**config.mk**
```make
export PLATFORM = sky130hd
export DESIGN_NAME = io_pinmux_wb_flat
export DESIGN_NICKNAME = d
export VERILOG_FILES = /design/src/rtl/io_pinmux_wb_if.sv /design/src/rtl/io_pinmux_wb.sv /design/src/flat_wrapper.sv
export SDC_FILE = /design/constraint.sdc
export NUM_CORES = 1
export LEC_CHECK = 0
export ABC_AREA = 1
export BUFFER_PORTS_ARGS = -buffer_cell sky130_fd_sc_hd__buf_2
export CAP_MARGIN = 40
export CORE_MARGIN = 2
export CORE_UTILIZATION = 44
export CTS_BUF_LIST = sky130_fd_sc_hd__clkbuf_16
export DETAILED_ROUTE_END_ITERATION = 12
export GPL_TIMING_DRIVEN = 0
export PLACE_DENSITY = 0.73
export SKIP_CTS_REPAIR_TIMING = 1
export SKIP_LAST_GASP = 1
export SLEW_MARGIN = 15
export SYNTH_ARGS = -nofsm -noshare
export SYNTH_HDL_FRONTEND = slang
export SYNTH_SLANG_ARGS = --single-unit
```
**constraint.sdc**
```tcl
create_clock -name wb_clk_i -period 22.3 [get_ports wb_clk_i]
set_input_delay 5.575 -clock wb_clk_i [delete_from_list [all_inputs] [get_ports wb_clk_i]]
set_output_delay 5.575 -clock wb_clk_i [all_outputs]
set_load 0.005 [all_outputs]
```
**src/rtl/io_pinmux_wb_if.sv**
```systemverilog
// Wishbone slave bus bundle for the pad multiplexer.
interface io_pinmux_wb_if;
    logic        wbs_stb_i;
    logic        wbs_cyc_i;
    logic        wbs_we_i;
    logic [3:0]  wbs_sel_i;
    logic [31:0] wbs_dat_i;
    logic [31:0] wbs_adr_i;
    logic        wbs_ack_o;
    logic [31:0] wbs_dat_o;

    modport master (
        output wbs_stb_i, wbs_cyc_i, wbs_we_i, wbs_sel_i, wbs_dat_i, wbs_adr_i,
        input  wbs_ack_o, wbs_dat_o
    );

    modport slave (
        input  wbs_stb_i, wbs_cyc_i, wbs_we_i, wbs_sel_i, wbs_dat_i, wbs_adr_i,
        output wbs_ack_o, wbs_dat_o
    );
endinterface

```
**src/rtl/io_pinmux_wb.sv**
```systemverilog
// Wishbone-programmable pad multiplexer: double-buffered 4-bit selects per pad,
// atomic commit with a one-cycle break-before-make on changed pads, and
// synchronised pad inputs fanned out to the selected function only.
module io_pinmux_wb #(
    parameter int NPADS       = 38,
    parameter int NFUNC       = 4,
    parameter int SYNC_STAGES = 2,
    parameter int RESET_FUNC  = 0
) (
    input  logic                   wb_clk_i,
    input  logic                   wb_rst_i,
    io_pinmux_wb_if.slave          wb,
    input  logic [NPADS*NFUNC-1:0] fn_out_i,
    input  logic [NPADS*NFUNC-1:0] fn_oeb_i,
    output logic [NPADS*NFUNC-1:0] fn_in_o,
    input  logic [NPADS-1:0]       io_in,
    output logic [NPADS-1:0]       io_out,
    output logic [NPADS-1:0]       io_oeb
);
    localparam logic [3:0] RST_SEL  = 4'(RESET_FUNC);
    localparam logic [5:0] IDX_CTRL = 6'h10;
    localparam logic [5:0] IDX_STAT = 6'h11;

    typedef enum logic {IDLE, BRK} state_t;

    logic [NPADS-1:0][3:0] shadow_q, shadow_d, active_q, active_d, snap_q, snap_d;
    logic                  lock_q, lock_d;
    state_t                state_q, state_d;
    logic                  ack_q;
    logic [31:0]           dat_q, dat_d, rdata;
    logic                  accept, wr, commit, pending;
    logic [5:0]            idx;
    logic [SYNC_STAGES-1:0][NPADS-1:0] sync_q;
    logic                  unused_adr;

    assign accept     = wb.wbs_stb_i & wb.wbs_cyc_i & ~ack_q;
    assign wr         = accept & wb.wbs_we_i;
    assign idx        = wb.wbs_adr_i[7:2];
    assign unused_adr = ^{wb.wbs_adr_i[31:8], wb.wbs_adr_i[1:0]};

    assign wb.wbs_ack_o = ack_q;
    assign wb.wbs_dat_o = dat_q;

    // Any pad whose shadow select differs from the live one is awaiting commit.
    always_comb begin
        pending = 1'b0;
        for (int p = 0; p < NPADS; p++)
            if (shadow_q[p] != active_q[p]) pending = 1'b1;
    end

    // Register read mux; select words reflect the shadow copy.
    always_comb begin
        rdata = '0;
        if (idx == IDX_CTRL)
            rdata = {30'd0, lock_q, 1'b0};
        else if (idx == IDX_STAT)
            rdata = {30'd0, state_q == BRK, pending};
        else
            for (int p = 0; p < NPADS; p++)
                if (int'(idx) == p / 8) rdata[4*(p%8) +: 4] = shadow_q[p];
    end

    // Shadow writes, CTRL decode and the IDLE/BREAK commit sequencer.
    always_comb begin
        shadow_d = shadow_q;
        active_d = active_q;
        snap_d   = snap_q;
        lock_d   = lock_q;
        state_d  = state_q;
        commit   = 1'b0;
        dat_d    = (accept && !wb.wbs_we_i) ? rdata : 32'd0;
        if (wr && !lock_q)
            for (int p = 0; p < NPADS; p++)
                if (int'(idx) == p / 8 && wb.wbs_sel_i[(p%8)/2])
                    shadow_d[p] = wb.wbs_dat_i[4*(p%8) +: 4];
        if (wr && idx == IDX_CTRL && wb.wbs_sel_i[0]) begin
            // Commit is judged against the old LOCK so COMMIT|LOCK commits first.
            commit = wb.wbs_dat_i[0] & ~lock_q;
            lock_d = lock_q | wb.wbs_dat_i[1];
        end
        case (state_q)
            IDLE: if (commit) begin
                snap_d  = shadow_q;
                state_d = BRK;
            end
            BRK: begin
                active_d = snap_q;
                state_d  = IDLE;
            end
            default: state_d = IDLE;
        endcase
    end

    // Control and bus state registers.
    always_ff @(posedge wb_clk_i or posedge wb_rst_i) begin
        if (wb_rst_i) begin
            shadow_q <= {NPADS{RST_SEL}};
            active_q <= {NPADS{RST_SEL}};
            snap_q   <= {NPADS{RST_SEL}};
            lock_q   <= 1'b0;
            state_q  <= IDLE;
            ack_q    <= 1'b0;
            dat_q    <= 32'd0;
        end else begin
            shadow_q <= shadow_d;
            active_q <= active_d;
            snap_q   <= snap_d;
            lock_q   <= lock_d;
            state_q  <= state_d;
            ack_q    <= accept;
            dat_q    <= dat_d;
        end
    end

    // Pad input synchronisers, idle-high.
    always_ff @(posedge wb_clk_i or posedge wb_rst_i) begin
        if (wb_rst_i) sync_q <= '1;
        else if (SYNC_STAGES > 1) sync_q <= {sync_q[SYNC_STAGES-2:0], io_in};
        else sync_q <= io_in;
    end

    for (genvar p = 0; p < NPADS; p++) begin : g_pad
        logic [3:0]  a;
        logic        brk_hold, o, e;
        logic [15:0] fo, fe;

        assign a        = active_q[p];
        assign brk_hold = (state_q == BRK) && (snap_q[p] != active_q[p]);

        // Pad output mux; tristate while breaking or on an out-of-range select.
        always_comb begin
            fo = '0;
            fe = '1;
            fo[NFUNC-1:0] = fn_out_i[p*NFUNC +: NFUNC];
            fe[NFUNC-1:0] = fn_oeb_i[p*NFUNC +: NFUNC];
            o = 1'b0;
            e = 1'b1;
            if (!brk_hold && int'(a) < NFUNC) begin
                o = fo[a];
                e = fe[a];
            end
        end

        assign io_out[p] = o;
        assign io_oeb[p] = e;

        for (genvar f = 0; f < NFUNC; f++) begin : g_fn
            assign fn_in_o[p*NFUNC+f] = (int'(a) == f) ? sync_q[SYNC_STAGES-1][p] : 1'b1;
        end
    end
endmodule

```
**src/flat_wrapper.sv**
```systemverilog
// flat-port wrapper written by rule: the top's interface ports become plain ports
module io_pinmux_wb_flat 
#(
    parameter int NPADS       = 38,
    parameter int NFUNC       = 4,
    parameter int SYNC_STAGES = 2,
    parameter int RESET_FUNC  = 0
)
  (wb_clk_i, wb_rst_i, fn_out_i, fn_oeb_i, fn_in_o, io_in, io_out, io_oeb, wb_wbs_stb_i, wb_wbs_cyc_i, wb_wbs_we_i, wb_wbs_sel_i, wb_wbs_dat_i, wb_wbs_adr_i, wb_wbs_ack_o, wb_wbs_dat_o);
  io_pinmux_wb_if wb_i ();
  input  logic wb_clk_i;
  input  logic wb_rst_i;
  input  logic [NPADS*NFUNC-1:0] fn_out_i;
  input  logic [NPADS*NFUNC-1:0] fn_oeb_i;
  output logic [NPADS*NFUNC-1:0] fn_in_o;
  input  logic [NPADS-1:0] io_in;
  output logic [NPADS-1:0] io_out;
  output logic [NPADS-1:0] io_oeb;
  input wire logic [$bits(wb_i.wbs_stb_i)-1:0] wb_wbs_stb_i;
  input wire logic [$bits(wb_i.wbs_cyc_i)-1:0] wb_wbs_cyc_i;
  input wire logic [$bits(wb_i.wbs_we_i)-1:0] wb_wbs_we_i;
  input wire logic [$bits(wb_i.wbs_sel_i)-1:0] wb_wbs_sel_i;
  input wire logic [$bits(wb_i.wbs_dat_i)-1:0] wb_wbs_dat_i;
  input wire logic [$bits(wb_i.wbs_adr_i)-1:0] wb_wbs_adr_i;
  output wire logic [$bits(wb_i.wbs_ack_o)-1:0] wb_wbs_ack_o;
  output wire logic [$bits(wb_i.wbs_dat_o)-1:0] wb_wbs_dat_o;
  assign wb_i.wbs_stb_i = wb_wbs_stb_i;
  assign wb_i.wbs_cyc_i = wb_wbs_cyc_i;
  assign wb_i.wbs_we_i = wb_wbs_we_i;
  assign wb_i.wbs_sel_i = wb_wbs_sel_i;
  assign wb_i.wbs_dat_i = wb_wbs_dat_i;
  assign wb_i.wbs_adr_i = wb_wbs_adr_i;
  assign wb_wbs_ack_o = wb_i.wbs_ack_o;
  assign wb_wbs_dat_o = wb_i.wbs_dat_o;
  io_pinmux_wb #(.NPADS(NPADS), .NFUNC(NFUNC), .SYNC_STAGES(SYNC_STAGES), .RESET_FUNC(RESET_FUNC)) u_core (.wb_clk_i(wb_clk_i), .wb_rst_i(wb_rst_i), .wb(wb_i), .fn_out_i(fn_out_i), .fn_oeb_i(fn_oeb_i), .fn_in_o(fn_in_o), .io_in(io_in), .io_out(io_out), .io_oeb(io_oeb));
endmodule
```
==> impl_metrics.tcl, run 1 <==
set metrics [dict create \
    grt-ovfl-total 0 \
    hp-class "register to register" \
    cp.buffers_inverters 3 \
    irDropWorstVdd_uv 59.83 \
    cts.sink_count 567 \
    worst_path_most_repeated_cell "buf_2" \
    worstReg2RegEnd "u_core.g_pad[8].a[0]" \
    die_area_um2 68880 \
    path_cells "buf_2 > a22o_1 > a221oi_1 > nand4_1 > buf_4 > buf_2" \
    core_area_um2 65980 \
    worst_pin_slew_ps 980.5 \
    slew_headroom_pct 34.63 \
    syn-num-nets 4085 \
    drtPass1Iterations 6 \
    p_leak_nw 17.93 \
    crit_type "input port to primary output" \
    clock_skew_ps 27.65 \
    critPathMaxStageDelay_ps 230 \
    ys.flop_type "dfrtp_1" \
    seq_area_frac_synth_pct 48.60 \
    grt_pass1_wl_um 177100 \
    hpwl_um 96370 \
    dr.first_iter.drc_count 3779 \
    layout-drive-gt1-share_pct 22.91 \
    crit_arrival_ps 6640 \
    grt_max_degree 109 \
    finalHoldViolCount 0 \
    rsz0062_at_grt "no" \
    vias_per_cell 5.511 \
    min_period_ps 12220 \
    yosys_warnings 0 \
    critical_path.top_delay_family "compound AO/OA/AOI/OAI gates" \
    synthTopCellsByArea "dfrtp_1 42%, nand2_1 14%, dfstp_2 6.8%" \
    cp_max_fo 1 \
    vias 29260 \
    max_cap_viol_count 0 \
    portBuffers 649 \
    ys_top_cells_by_count "1086 x nand2_1, 491 x dfrtp_1, 381 x inv_1" \
    multiInputGateArea_um2 12410 \
    synth_cell_types 42 \
    start_kind "input port" \
    reg2reg_slack_ps 19340 \
    fmax_mhz 81.85 \
    cts_tree "built" \
    grt_usage_pct 34.63 \
    initial_core_util_pct 44.54 \
    place_congestion 1.034 \
    min_path_cells 0 \
    grt_pass1_vias 27740 \
    drc 0 \
    wl_per_cell_um 22.98 \
    std_cell_rows 94 \
    clk_pin_slew_ps 60 \
    min_period_over_period_pct 54.79 \
    setup_viol_count_final 0 \
    regArea_um2 14280 \
    netlist_area_um2 29390 \
    nets 4812 \
    cts-root-buf "clkbuf_16" \
    drv_slew 0 \
    h-tree-depth 2 \
    tns_ps 0 \
    status "completed" \
    antenna_found_initial 2 \
    cp.required_ps 16730 \
    synth_top_area_share_pct 41.81 \
    whs_endpoint "u_core.sync_q[58]" \
    synth_enable_flop_cells 0 \
    end_kind "primary output" \
    clkLatencyLatePin_ps 640 \
    syn_avg_cell_area_um2 8.008 \
    die_x_um 262.4 \
    reg2reg_depth 6 \
    synth_most_common_cell "nand2_1" \
    finalWirelength_um 122000 \
    p_per_area_nw_per_um2 61.56 \
    cp_slowest_cell "a221oi_1" \
    dieHeight_um 262.4 \
    r2r_start "u_core.state_q" \
    synth_area_leader_cell "dfrtp_1" \
    syn2layout_area_growth_pct 22.15 \
    holdWs_ps 346.5 \
    fillers 6304 \
    ios 676 \
    ys_seq_elements 567 \
    cts_buffers 61 \
    drtAntennaViolNets 0 \
    ctsLongestPathBuffers 3 \
    synth_async_sr_flop_share_pct 100.0 \
    syn_inst 3670 \
    hold_start "u_core.sync_q[20]" \
]
[metrics by stage]
step           instances  cell area (um2)  power (mW)  utilization (%)  worst slack (ps)
2_1_floorplan       3670            29390       1.146                -             991.5
3_3_place_gp        5183            33720       1.229            51.10             -5629
3_5_place_dp        5198            33990       1.233            51.52             10070
4_1_cts             5308            35900       2.212            54.41             10070
5_1_grt             5308            35900       2.276            54.41              9983
6_report            5309            35900       2.210            54.41             10080
[worst max-delay path by stage]
stage,from,to,slack (ps),cells past startpoint
after detailed placement,fn_oeb_i[88],io_oeb[22],10070,6
after floorplan,wb_rst_i,u_core.g_pad[0].a[0],990,1
after CTS,fn_oeb_i[88],io_oeb[22],10070,6
final,fn_oeb_i[88],io_oeb[22],10080,6
after global placement,wb_rst_i,u_core.g_pad[24].a[1],-5630,2
after global routing,fn_oeb_i[88],io_oeb[22],9980,6
[layout make-up]
type,instances,area share [%]
timing repair buffer,664,9.787
buffer,233,3.457
clock buffer,62,4.322
antenna,1,0.006971
clock inverter,48,0.9863
inverter,387,4.074
sequential,567,39.79
tap,864,3.011
multi-input combinational,2483,34.57
[layer usage]
layer	vias to the layer above	part of all wire [%]	track usage (%)
met1	13950	39	45.41
li1	13200	-	-
met3	337	12	8.639
met4	4	6.0	18.14
met2	1775	44	53.13
met5	-	0.020	0
[logic make-up after synthesis]
kind of cell / Yosys count / share of synthesized area, %
and+or+nand+nor: 1532 / 21.30
AOI/OAI and AO/OA: 712 / 13.46
muxes: 49 / 1.801
xor gates and xnor gates: 190 / 5.662
DFF: 567 / 48.60
buffers and inverters: 620 / 9.175
[where the power goes]
part           internal [mW]  switching [mW]
combinational         0.0629          0.0934
sequential              1.05          0.0131
clock                  0.558           0.435
total                   1.67           0.541
[cells in the final DEF (no fill, tap or decap), types with 63 or more instances in the layout]
cell / count
nand3_1: 67
o21ai_0: 296
nand2_1: 1086
nand4_1: 63
buf_2: 690
clkbuf_1: 105
o21ai_1: 149
a21oi_1: 99
dfstp_2: 76
buf_4: 84
inv_1: 395
xnor2_1: 142
dfrtp_1: 491
nor2_1: 270
[registers in the layout, summed over array words and instances, names as in the netlist]
signal / flops
u_core.g_pad.a: 152
u_core.shadow_q: 152
u_core.snap_q: 152
u_core.sync_q: 76
u_core.wb.wbs_dat_o: 32
u_core.lock_q: 1
u_core.state_q: 1
u_core.wb.wbs_ack_o: 1
Note: power is estimated with default switching activity, not from simulation.
==> inputs of run 2 (changes only) <==
--- a/config.mk
+++ b/config.mk
@@ -5,15 +5,15 @@
 export SDC_FILE = /design/constraint.sdc
 export NUM_CORES = 1
 export LEC_CHECK = 0
-export ABC_AREA = 1
+export ABC_AREA = 0
 export BUFFER_PORTS_ARGS = -buffer_cell sky130_fd_sc_hd__buf_2
 export CAP_MARGIN = 40
-export CORE_MARGIN = 2
-export CORE_UTILIZATION = 44
+export CORE_AREA = 2 2 265 267
 export CTS_BUF_LIST = sky130_fd_sc_hd__clkbuf_16
 export DETAILED_ROUTE_END_ITERATION = 12
+export DIE_AREA = 0 0 267 269
 export GPL_TIMING_DRIVEN = 0
-export PLACE_DENSITY = 0.73
+export PLACE_DENSITY = 0.67
 export SKIP_CTS_REPAIR_TIMING = 1
 export SKIP_LAST_GASP = 1
 export SLEW_MARGIN = 15
==> constraint.sdc (replaced) <==
create_clock -name wb_clk_i -period 11.9 [get_ports wb_clk_i]
set_input_delay 2.975 -clock wb_clk_i [delete_from_list [all_inputs] [get_ports wb_clk_i]]
set_output_delay 2.975 -clock wb_clk_i [all_outputs]
set_load 0.005 [all_outputs]
==> impl_metrics.tcl, run 2 <==
set metrics [dict create \
    status "completed" \
    tns_ps 0 \
    crit_arrival_ps 4120 \
    cts_buffers 61 \
    netlist_area_um2 28330 \
    clk_pin_slew_ps 60 \
    worstReg2RegEnd "u_core.wb.wbs_dat_o[0]" \
    syn2layout_area_growth_pct 24.62 \
    cp_max_fo 1 \
    regArea_um2 14280 \
    crit_type "input port to primary output" \
    total_power_mw 4.209 \
    ys_seq_elements 567 \
    wl_per_cell_um 26.63 \
    cts.sink_count 567 \
    max_cap_viol_count 0 \
    setup_viol_count_final 0 \
    drv_slew 0 \
    fin_area_um2 35310 \
    finalHoldViolCount 0 \
    grt_pass1_vias 22540 \
    portBuffers 649 \
    synth_area_leader_cell "dfrtp_1" \
    synth_top_area_share_pct 43.37 \
    rsz0062_at_grt "no" \
    slew_headroom_pct 36.34 \
    grt_max_degree 39 \
    path_cells "buf_2 > mux4_2 > nand3b_1 > buf_4 > buf_2" \
    cp.required_ps 8930 \
    irDropWorstVdd_uv 98.57 \
    min_period_ps 7100 \
    synthMuxAreaShare_pct 24.66 \
    fillers 6147 \
    synth_compound_area_share_pct 3.807 \
    synth_async_sr_flop_share_pct 100.0 \
    whs_endpoint "u_core.sync_q[67]" \
    synthAdderAreaFrac_pct 0 \
    reg2reg_slack_ps 8900 \
    hp-class "register to register" \
    place_congestion 0.9940 \
    vias_per_cell 5.586 \
    cp_slowest_cell "mux4_2" \
    p_per_area_nw_per_um2 119.2 \
    r2r_start "u_core.g_pad[15].a[0]" \
    drtAntennaViolNets 0 \
    syn_avg_cell_area_um2 12.61 \
    hold_start "u_core.sync_q[29]" \
    min_period_over_period_pct 59.66 \
    drtPass1Iterations 6 \
    die_area_um2 71820 \
    finalWirelength_um 106300 \
    end_kind "primary output" \
    synth_most_common_cell "dfrtp_1" \
    vias 22300 \
    worst_path_most_repeated_cell "buf_2" \
    placed_area_um2 33260 \
    clock_skew_ps 25.52 \
    synth_cell_types 50 \
    ys_top_cells_by_count "491 x dfrtp_1, 371 x mux2_2, 157 x nor2_1" \
    grt-ovfl-total 0 \
    start_kind "input port" \
    hpwl_um 85830 \
    dieHeight_um 269 \
    final_common_cell "buf_2" \
    syn-num-nets 2662 \
    synth_enable_flop_cells 0 \
    worst_pin_slew_ps 930.9 \
    h-tree-depth 2 \
    layout_common_cells "660 x buf_2, 491 x dfrtp_1, 371 x mux2_2" \
    cts_tree "built" \
    std_cell_rows 97 \
    initial_core_util_pct 40.88 \
    ctsLongestPathBuffers 3 \
    min_path_cells 0 \
    grt_usage_pct 28.93 \
    nets 3406 \
    drc 0 \
    antenna_found_initial 14 \
    reg2reg_depth 7 \
    cts-root-buf "clkbuf_16" \
    ios 676 \
    multiInputGateArea_um2 12760 \
    fmax_mhz 140.9 \
    synth_top_family_by_area "multiplexers" \
    ys.flop_type "dfrtp_1" \
    p_leak_nw 17.33 \
    die_x_um 267 \
    seq_area_frac_synth_pct 50.42 \
    layout-drive-gt1-share_pct 46.42 \
    synth_xor_area_share_pct 6.431 \
    grt_pass1_wl_um 150100 \
    synthSimpleGateAreaFrac_pct 10.14 \
    critPathMaxStageDelay_ps 460 \
    yosys_warnings 0 \
    core_area_um2 69300 \
    synthTopCellsByArea "dfrtp_1 43%, mux2_2 15%, dfstp_2 7.0%" \
    clkLatencyLatePin_ps 640 \
    dr.first_iter.drc_count 1844 \
    syn_inst 2247 \
]
run 2: cell types whose count changed after synthesis, moves of 54 or more:
cell	delta
o21ai_1	-149
nor2_1	-113
mux2_2	+340
mux2_1	+69
o21ai_0	-278
xor2_1	+81
a21oi_1	-54
nand2_1	-1018
nand3b_1	+68
inv_1	-355
mux4_2	+76
xnor2_1	-63
run 2: metrics by stage:
step	utilization, %	setup WS (ps)	std cells	hold WS, ps
after global placement	47.27	-1903	3836	345.7
final	50.95	4800	3992	339.7
after global routing	50.92	4806	3984	345.8
after CTS	50.91	4815	3982	348.0
after floorplan	-	1265	2247	345.2
after detailed placement	48.00	4815	3868	346.8
run 2: layout make-up:
cell class              instances  area share, %
flip-flops and latches        567          40.46
multi-input cells            1442          36.14
repair buffers                681          10.63
clock buffers                  62          4.395
plain buffers                 212          3.367
well taps                     940          3.331
clock inverters                52          1.318
inverters                      26         0.2871
diodes                         10        0.07088
run 2: layer usage:
layer / part of all wire, % / up-vias / track usage (%) / wire (um)
met5: 0.084 / - / 0 / 89
met3: 7.4 / 193 / 5.653 / 7898
met1: 40 / 11480 / 37.19 / 42500
met2: 49 / 1016 / 48.34 / 51640
met4: 3.9 / 12 / 11.27 / 4166
li1: - / 9595 / - / -
run 2: cells by family (layout without fill, tap and decap cells):
family          count (synthesis)  in the layout
compound gates                155            155
flops                         567            567
xor+xnor                      208            208
other cells                     0             10
simple gates                  531            531
buf+inv                       238           1033
mux                           548            548
run 2: worst max-delay path by stage:
stage	depth (start not counted)	slack, ps	startpoint	end
6_report	5	4800	fn_oeb_i[11]	io_oeb[2]
3_3_place_gp	2	-1900	wb_rst_i	u_core.wb.wbs_dat_o[16]
3_5_place_dp	5	4820	fn_oeb_i[131]	io_oeb[32]
5_1_grt	5	4810	fn_oeb_i[131]	io_oeb[32]
4_1_cts	5	4810	fn_oeb_i[131]	io_oeb[32]
2_1_floorplan	1	1270	wb_rst_i	u_core.g_pad[0].a[0]
run 2: where the power goes:
part	internal [mW]	leakage (nW)	switching (mW)	total (mW)
registers	1.96	7.65	0.0264	1.99
logic	0.142	8.66	0.153	0.295
clock network	1.10	1.02	0.824	1.92
total	3.20	17.3	1.00	4.21
run 2: worst max-delay path: cells and delay by family:
family	cells	cell delay, ps
and+or+nand+nor	1	260
muxes	1	460
buffers and inverters	3	420
